[src/rtl/swact_pkg.sv]
// Shared types and constants for the switching-activity scheduler.
// LFSR vector generation is built only when SWACT_LFSR_EN is defined.
package swact_pkg;

  typedef enum logic [1:0] {
    IDLE = 2'd0,
    RUN  = 2'd1,
    DONE = 2'd2
  } state_t;

  localparam logic [3:0] LFSR_TAPS = 4'b1100;
  localparam logic [3:0] SEED_NZ   = 4'h1;

  // Fibonacci step for x^4+x^3+1: shift left, feed back v3^v2.
  function automatic logic [3:0] lfsr_step(input logic [3:0] v);
    return {v[2:0], ^(v & LFSR_TAPS)};
  endfunction

endpackage

[src/rtl/swact_eval.sv]
// Combinational evaluator: f = (v0 XNOR v1) XNOR (v2 AND v3).
// Pure logic, no state.
module swact_eval (
  input  logic v0_i,
  input  logic v1_i,
  input  logic v2_i,
  input  logic v3_i,
  output logic f_o
);

  assign f_o = ~((~(v0_i ^ v1_i)) ^ (v2_i & v3_i));

endmodule

[src/rtl/swact_sched.sv]
// Vector scheduler: FSM, vector generator and ones/toggle counters.
// Define SWACT_LFSR_EN to add LFSR vector mode (mode/lfsr_seed).
module swact_sched
  import swact_pkg::*;
#(
  parameter int CNT_W = 16
) (
  input  logic             clk,
  input  logic             rst_n,
  input  logic             start,
  input  logic             abort,
  input  logic             mode,
  input  logic [3:0]       lfsr_seed,
  input  logic [CNT_W-1:0] num_vec,
  output logic             busy,
  output logic             done,
  output logic [CNT_W-1:0] ones_cnt,
  output logic [CNT_W-1:0] toggle_cnt
);

  state_t           state_q, state_d;
  logic [3:0]       vec_q, vec_d;
  logic [3:0]       vec_nxt;
  logic [3:0]       vec_first;
  logic             pf_q, pf_d;
  logic             first_q, first_d;
  logic [CNT_W-1:0] rem_q, rem_d;
  logic [CNT_W-1:0] ones_q, ones_d;
  logic [CNT_W-1:0] tog_q, tog_d;
  logic             f;
  logic             tog_inc;

  swact_eval u_eval (
    .v0_i (vec_q[0]),
    .v1_i (vec_q[1]),
    .v2_i (vec_q[2]),
    .v3_i (vec_q[3]),
    .f_o  (f)
  );

`ifdef SWACT_LFSR_EN
  logic lfsr_q, lfsr_d;

  assign vec_nxt   = lfsr_q ? lfsr_step(vec_q) : vec_q + 4'd1;
  assign vec_first = !mode ? 4'h0 :
                     (lfsr_seed == 4'h0) ? SEED_NZ : lfsr_seed;

  always_ff @(posedge clk or negedge rst_n) begin
    if (!rst_n) lfsr_q <= 1'b0;
    else        lfsr_q <= lfsr_d;
  end

  always_comb begin
    lfsr_d = lfsr_q;
    if (state_q == IDLE && start) lfsr_d = mode;
  end
`else
  logic unused_cfg;

  assign unused_cfg = ^{mode, lfsr_seed};
  assign vec_nxt    = vec_q + 4'd1;
  assign vec_first  = 4'h0;
`endif

  assign tog_inc = !first_q && (f != pf_q);

  always_ff @(posedge clk or negedge rst_n) begin
    if (!rst_n) begin
      state_q <= IDLE;
      vec_q   <= 4'h0;
      pf_q    <= 1'b0;
      first_q <= 1'b0;
      rem_q   <= '0;
      ones_q  <= '0;
      tog_q   <= '0;
    end else begin
      state_q <= state_d;
      vec_q   <= vec_d;
      pf_q    <= pf_d;
      first_q <= first_d;
      rem_q   <= rem_d;
      ones_q  <= ones_d;
      tog_q   <= tog_d;
    end
  end

  always_comb begin
    state_d = state_q;
    vec_d   = vec_q;
    pf_d    = pf_q;
    first_d = first_q;
    rem_d   = rem_q;
    ones_d  = ones_q;
    tog_d   = tog_q;
    unique case (state_q)
      IDLE: begin
        if (start) begin
          ones_d  = '0;
          tog_d   = '0;
          rem_d   = num_vec;
          first_d = 1'b1;
          vec_d   = vec_first;
          state_d = (num_vec == '0) ? DONE : RUN;
        end
      end
      RUN: begin
        // abort wins over processing: the vector in this cycle is dropped
        if (abort) begin
          state_d = IDLE;
        end else begin
          ones_d  = ones_q + {{(CNT_W-1){1'b0}}, f};
          tog_d   = tog_q + {{(CNT_W-1){1'b0}}, tog_inc};
          pf_d    = f;
          first_d = 1'b0;
          vec_d   = vec_nxt;
          rem_d   = rem_q - 1'b1;
          if (rem_q == {{(CNT_W-1){1'b0}}, 1'b1}) state_d = DONE;
        end
      end
      DONE: state_d = IDLE;
      default: state_d = IDLE;
    endcase
  end

  assign busy       = (state_q == RUN);
  assign done       = (state_q == DONE);
  assign ones_cnt   = ones_q;
  assign toggle_cnt = tog_q;

endmodule

[config.mk]
export PLATFORM = sky130hd
export DESIGN_NAME = swact_sched
export DESIGN_NICKNAME = d
export VERILOG_FILES = /design/src/rtl/swact_pkg.sv /design/src/rtl/swact_eval.sv /design/src/rtl/swact_sched.sv
export SDC_FILE = /design/constraint.sdc
export NUM_CORES = 1
export LEC_CHECK = 0
export ABC_AREA = 1
export BUFFER_PORTS_ARGS = -buffer_cell sky130_fd_sc_hd__buf_4
export CORE_MARGIN = 2
export CORE_UTILIZATION = 35
export CTS_CLUSTER_DIAMETER = 40
export DETAILED_ROUTE_END_ITERATION = 12
export PLACE_DENSITY = 0.5
export SYNTH_ARGS = -nofsm -noshare
export SYNTH_HDL_FRONTEND = slang
export SYNTH_SLANG_ARGS = --single-unit
[constraint.sdc]
create_clock -name clk -period 5.09 [get_ports clk]
set_input_delay 1.018 -clock clk [delete_from_list [all_inputs] [get_ports clk]]
set_output_delay 1.018 -clock clk [all_outputs]
set_load 0.005 [all_outputs]
---- After elaboration in Yosys (flattened, before gate mapping) ----
Index checks and enable logic that the tools add are counted.
storage, ports and cells
  flip-flop bits (word level) ............. 56
  input bits .............................. 25
  output and inout bits ................... 34
  word-level logic and storage cells ...... 51
cells by class
  add/subtract/negate cells ............... 4
  equal/unequal tests ..................... 7
  multiplexer cells ....................... 19
  bitwise operators ....................... 6
  reduce and logical (&&, ||, !) cells .... 8
operator list
  kind                                                                   number
  16-bit one-hot mux with 2 select lines                                 3
  16-bit 2-to-1 mux                                                      5
  16-bit by 1-bit adder with 16-bit output                               2
  16-bit by 1-bit == test with 1-bit output (second input constant)      1
  16-bit logical NOT                                                     1
  16-bit by 1-bit subtractor with 16-bit output (second input constant)  1
  2-bit 2-to-1 mux                                                       4
  4-bit 2-to-1 mux                                                       2
  4-bit one-hot mux with 2 select lines                                  1
  4-bit by 1-bit adder with 4-bit output (second input constant)         1
  2-bit != test (second input constant)                                  2
  2-bit one-hot mux with 2 select lines                                  1
  2-bit AND reduction                                                    2
  3-bit by 2-bit != test with 1-bit output (second input constant)       1
  1-bit NOT                                                              3
  3-bit AND reduction                                                    1
  2-bit by 1-bit == test with 1-bit output (second input constant)       1
  2-bit == test (second input constant)                                  1
  2-bit logical NOT                                                      1
  1-bit 2-to-1 mux                                                       2
  1-bit one-hot mux with 2 select lines                                  1
  2-bit nonzero test                                                     1
  1-bit bitwise XOR                                                      2
  1-bit bitwise AND                                                      1
  other kinds (3)                                                        3

---- Depth between registers and ports, before layout ----
  depth after elaboration ................. 9
  gate-level depth with buffers ........... 15
  mapped depth without buffers ............ 15

---- By module ----
From an unflattened synthesis, not the netlist that was laid out.
second synthesis, totals
  cell total of the unflattened synthesis .. 552
  area total of the unflattened synthesis .. 3631.0 µm²
modules (own cells, without submodules)
  module       instances  cells an instance  area each (µm²)  seq. area each (µm²)
  swact_sched  1          541                3587.2           1401.3
  swact_eval   1          11                 43.8             0.0

---- Worst setup path after synthesis ----
No wires, ideal clock.
  kind .................................... register -> register
  from .................................... register vec_q[0]
  to ...................................... register tog_q[10], in the netlist toggle_cnt[10]
  setup time .............................. 0.123 ns
  data arrival time ....................... 1.962 ns
  required time ........................... 4.967 ns
  slack ................................... 3.005 ns
  stages on the path, launching flop included .. 15
  path buffers ............................ 0
  clock period less this slack ............ 2.085 ns
  cells stage by stage .................... dfrtp_1 > ha_1 > inv_1 > o21ai_0 > nand2_1 > xor2_1 > nor2_1 > ha_1 > nand2_1 > nor2_1 > nand2_1 > inv_1 > nand2_4 > o21ai_0 > a21oi_1
between the ends
  word-level cells in the longest chain between the ends .. 9
ends and longest elaborated chain
  item                                      RTL line            text
  start, declared                           swact_sched.sv:22   logic [3:0] vec_q, vec_d;
  start signal, assigned                    swact_sched.sv:78   vec_q <= vec_d;
  1-bit bitwise XOR                         swact_eval.sv:11    assign f_o = ~((~(v0_i ^ v1_i)) ^ (v2_i & v3_i));
  1-bit NOT                                 swact_eval.sv:11
  1-bit bitwise XOR                         swact_eval.sv:11
  1-bit NOT                                 swact_eval.sv:11
  1-bit != test                             swact_sched.sv:65   assign tog_inc = !first_q && (f != pf_q);
  1-bit logical AND                         swact_sched.sv:65
  16-bit by 1-bit adder with 16-bit output  swact_sched.sv:112  tog_d = tog_q + {{(CNT_W-1){1'b0}}, tog_inc};
  16-bit 2-to-1 mux                         swact_sched.sv:108  if (abort) begin
  16-bit one-hot mux with 2 select lines    swact_sched.sv:95   unique case (state_q)
  end signal, assigned                      swact_sched.sv:83   tog_q <= tog_d;
  end, declared                             swact_sched.sv:29   logic [CNT_W-1:0] tog_q, tog_d;
Every way passes these cells. The select of a mux whose other input is x is not followed.
A chain may end at the register's enable or synchronous reset.

---- Final worst setup path ----
  from .................................... input start
  to ...................................... register rem_q[11]
between the ends
  word-level cells in the longest chain between the ends .. 2
ends and longest elaborated chain
  item                           RTL line           text
  start, declared                swact_sched.sv:10  input logic start,
  2-bit != test (no line)        -
  3-bit AND reduction (no line)  -
  end signal, assigned           swact_sched.sv:81  rem_q <= rem_d;
  end, declared                  swact_sched.sv:27  logic [CNT_W-1:0] rem_q, rem_d;
Every way passes these cells.

==> results.yml <==
global_routing:
  grt_max_degree: 57
  grt_pass1_wl_mm: 15.67
  antenna_found_initial: 0
  grt_pass1_vias: 3243
  grt_usage_pct: 17.26
  grt-ovfl-total: 0
placed_design:
  place_congestion: 0.7987
  dp_slack_ns: 1.910
  dp_hpwl_mm: 6.422
  port-buffer-count: 53
  dp.cells: 715
yosys:
  ys_seq_area_share_pct: 38.97
  syn_area_per_cell_um2: 6.684
  synth_edf_count: 0
  synth_top_family_by_area: "simple AND/OR/NAND/NOR gates"
  ys_warn_count: 0
  synth_cell_types: 33
  async_reset_ff_share_pct: 100.0
  synth-compound-area-share_pct: 11.31
  synth-simple-area-share_pct: 35.98
  synthFlopType: "dfrtp_1"
  synth_seq_cells: 56
  synth-xor-area-share_pct: 0.4871
  synth.mux.area_fraction_pct: 0
  syn_inst: 538
  synth_nets: 570
  synth_area_um2: 3596
  synthAdderAreaFrac_pct: 2.436
power_and_ir_drop:
  p_int_mw: 0.8754
  vdd.ir_drop.worst_v: 0.0002127
  clockPowerShare_pct: 15.3
  switching_share_pct: 45.83
  switching_power_mw: 0.7404
  power.density_nw_per_um2: 387.2
  p_leak_nw: 2.185
  seqPwrFrac_pct: 40.1
  combPwrFrac_pct: 44.6
clocking:
  cts_tree: "done"
  ctsHtreeMaxLevel: 2
  clock-sinks: 56
  clk_pin_slew_ns: 0.10
  numCtsBuffers: 5
  root_buffer: "clkbuf_8"
  clk_latency_ns: 0.31
  cts_hold_buffers: 0
  cts_post_setup_buffers_inserted: 0
  cts_resized: 0
  clk_path_buf_depth: 2
timing:
  fin_crit_sh_pct: 54.81
  fmax_mhz: 358.4
  min_period_ns: 2.790
  tightest_slew_ns: 0.7566
  relSlewSlack_pct: 49.56
  worst_clock_skew_ns: 0.005672
  worst_slack_ns: 2.300
  hold_ws_ns: 0.4850
  finalSetupTns_ns: 0
  drv_slew: 0
  setup_violations: 0
  rsz0062_at_grt: "no"
  hold_viol: 0
min_path:
  hold_class: "reg -> reg"
final_layout:
  layoutNonFillerInstCount: 722
  fin_util_pct: 41.16
  drive_above_1_share_pct: 12.12
  layout_commonest_cell: "nand2_1"
  antenna_cells: 0
  area_delta_synth_final_pct: 16.04
  fin_nets: 618
  final_cell_mix: "nand2_1 (167), inv_1 (79), nor2_1 (64)"
detailed_routing:
  dr.pass1.iters: 6
  antenna_left: 0
  via_per_inst: 4.767
  first_iter_violations: 122
  num_vias: 3442
  routed_wl_mm: 9.172
  wl_per_cell_um: 12.70
  drc: 0
setup_path:
  required_ns: 5.30
  crit_path_top_delay_cell: "inv_2"
  critPathMaxFanout: 41
  crit_path_end_kind: "flop"
  critPathMaxStageDelay_ns: 0.75
  startpoint_type: "input pin"
  path_buf_inv: 2
  crit_family: "simple AND/OR/NAND/NOR gates"
  worstPathArrival_ns: 3.00
  setup.worst_path.class: "in -> reg"
  path_cells: "buf_4, nand2_2, nand2_2, inv_2, a21oi_1, nand2_1, nand2_1"
die:
  start_util_pct: 35.47
  core_area_um2: 10140
  die_x_um: 105.4
  rows: 37
  io_pins: 59
  die_y_um: 105.4
  dieArea_um2: 11100
flow_run:
  cap_violations: 0
run_status:
  outcome: "complete, no violations"
## worst paths after layout
kind	startpoint	end	slack, ns	cells after the start
min in group asynchronous	rst_n	toggle_cnt[10]$_DFFE_PN0P_	0.77	1
worst max register to register	state_q[0]$_DFFE_PN0P_	rem_q[11]$_DFFE_PN0P_	2.52	7
worst max-delay path	start	rem_q[11]$_DFFE_PN0P_	2.30	7
worst min register to register	first_q$_DFFE_PN0P_	first_q$_DFFE_PN0P_	0.48	2
max in group asynchronous	rst_n	first_q$_DFFE_PN0P_	3.83	1
worst min-delay path	first_q$_DFFE_PN0P_	first_q$_DFFE_PN0P_	0.48	2
## power groups by stage
stage	sequential, mW	clock, mW	combinational [mW]
floorplan	0.629	0	0.559
global placement	0.652	0	0.717
detailed placement	0.654	0	0.727
CTS	0.646	0.257	0.730
global route	0.668	0.275	0.838
finish	0.648	0.247	0.721
## sequential cells by signal, summed over array words and instances, names as in the netlist
name	count
toggle_cnt	16
first_q	1
state_q	2
ones_cnt	16
rem_q	16
vec_q	4
pf_q	1
## cell type report
class	instances	area, µm²
clock buffer	6	72.57
sequential	56	1401
clock inverter	1	5.005
timing repair buffer	54	405.4
inverter	83	312.8
tap	136	170.2
multi-input combinational	386	1805
fill	1085	5966
## per-layer routing
metal | wire (µm) | part of all wire (%) | track usage, %
met2 | 4150 | 45 | 27.79
met4 | 84 | 0.92 | 3.905
met1 | 4603 | 50 | 24.40
met5 | 0 | 0 | 0
met3 | 334 | 3.6 | 2.721
## through the flow
step / cell area [µm²] / total power [mW]
floorplan: 3596 / 1.188
global placement: 4095 / 1.369
detailed placement: 4095 / 1.381
CTS: 4173 / 1.634
global route: 4173 / 1.782
finish: 4173 / 1.616
## kinds of logic (layout without fill, tap and decap cells)
| group | count (synthesis) | count (layout) |
|---|---|---|
| xor gates and xnor gates | 2 | 2 |
| AOI/OAI and AO/OA | 72 | 72 |
| and+or+nand+nor | 305 | 305 |
| adders and majority gates | 7 | 7 |
| DFF | 56 | 56 |
| buffers and inverters | 96 | 144 |
## worst register-to-register path, stage by stage (launching register included)
cell and delay, ns:
dfrtp_1 0.46, nor2_2 0.20, nand2_2 0.28, nand2_2 0.62, inv_2 0.52, a21oi_1 0.31
nand2_1 0.08, nand2_1 0.06
## synthesized netlist by cell type (3+ instances only)
cell type	count	area share, %
nand3_1	38	5.3
a21oi_1	27	3.8
dfrtp_1	56	39
o21ai_0	24	3.3
nand2_1	167	17
nand4_1	22	3.8
nand3b_1	5	1.0
o21bai_1	5	1.0
o21ai_1	6	0.84
inv_2	3	0.31
ha_1	7	2.4
nor2_1	64	6.7
nor3_1	4	0.56
inv_1	79	8.2
buf_2	7	0.97
Note: power is estimated with default switching activity, not from simulation.
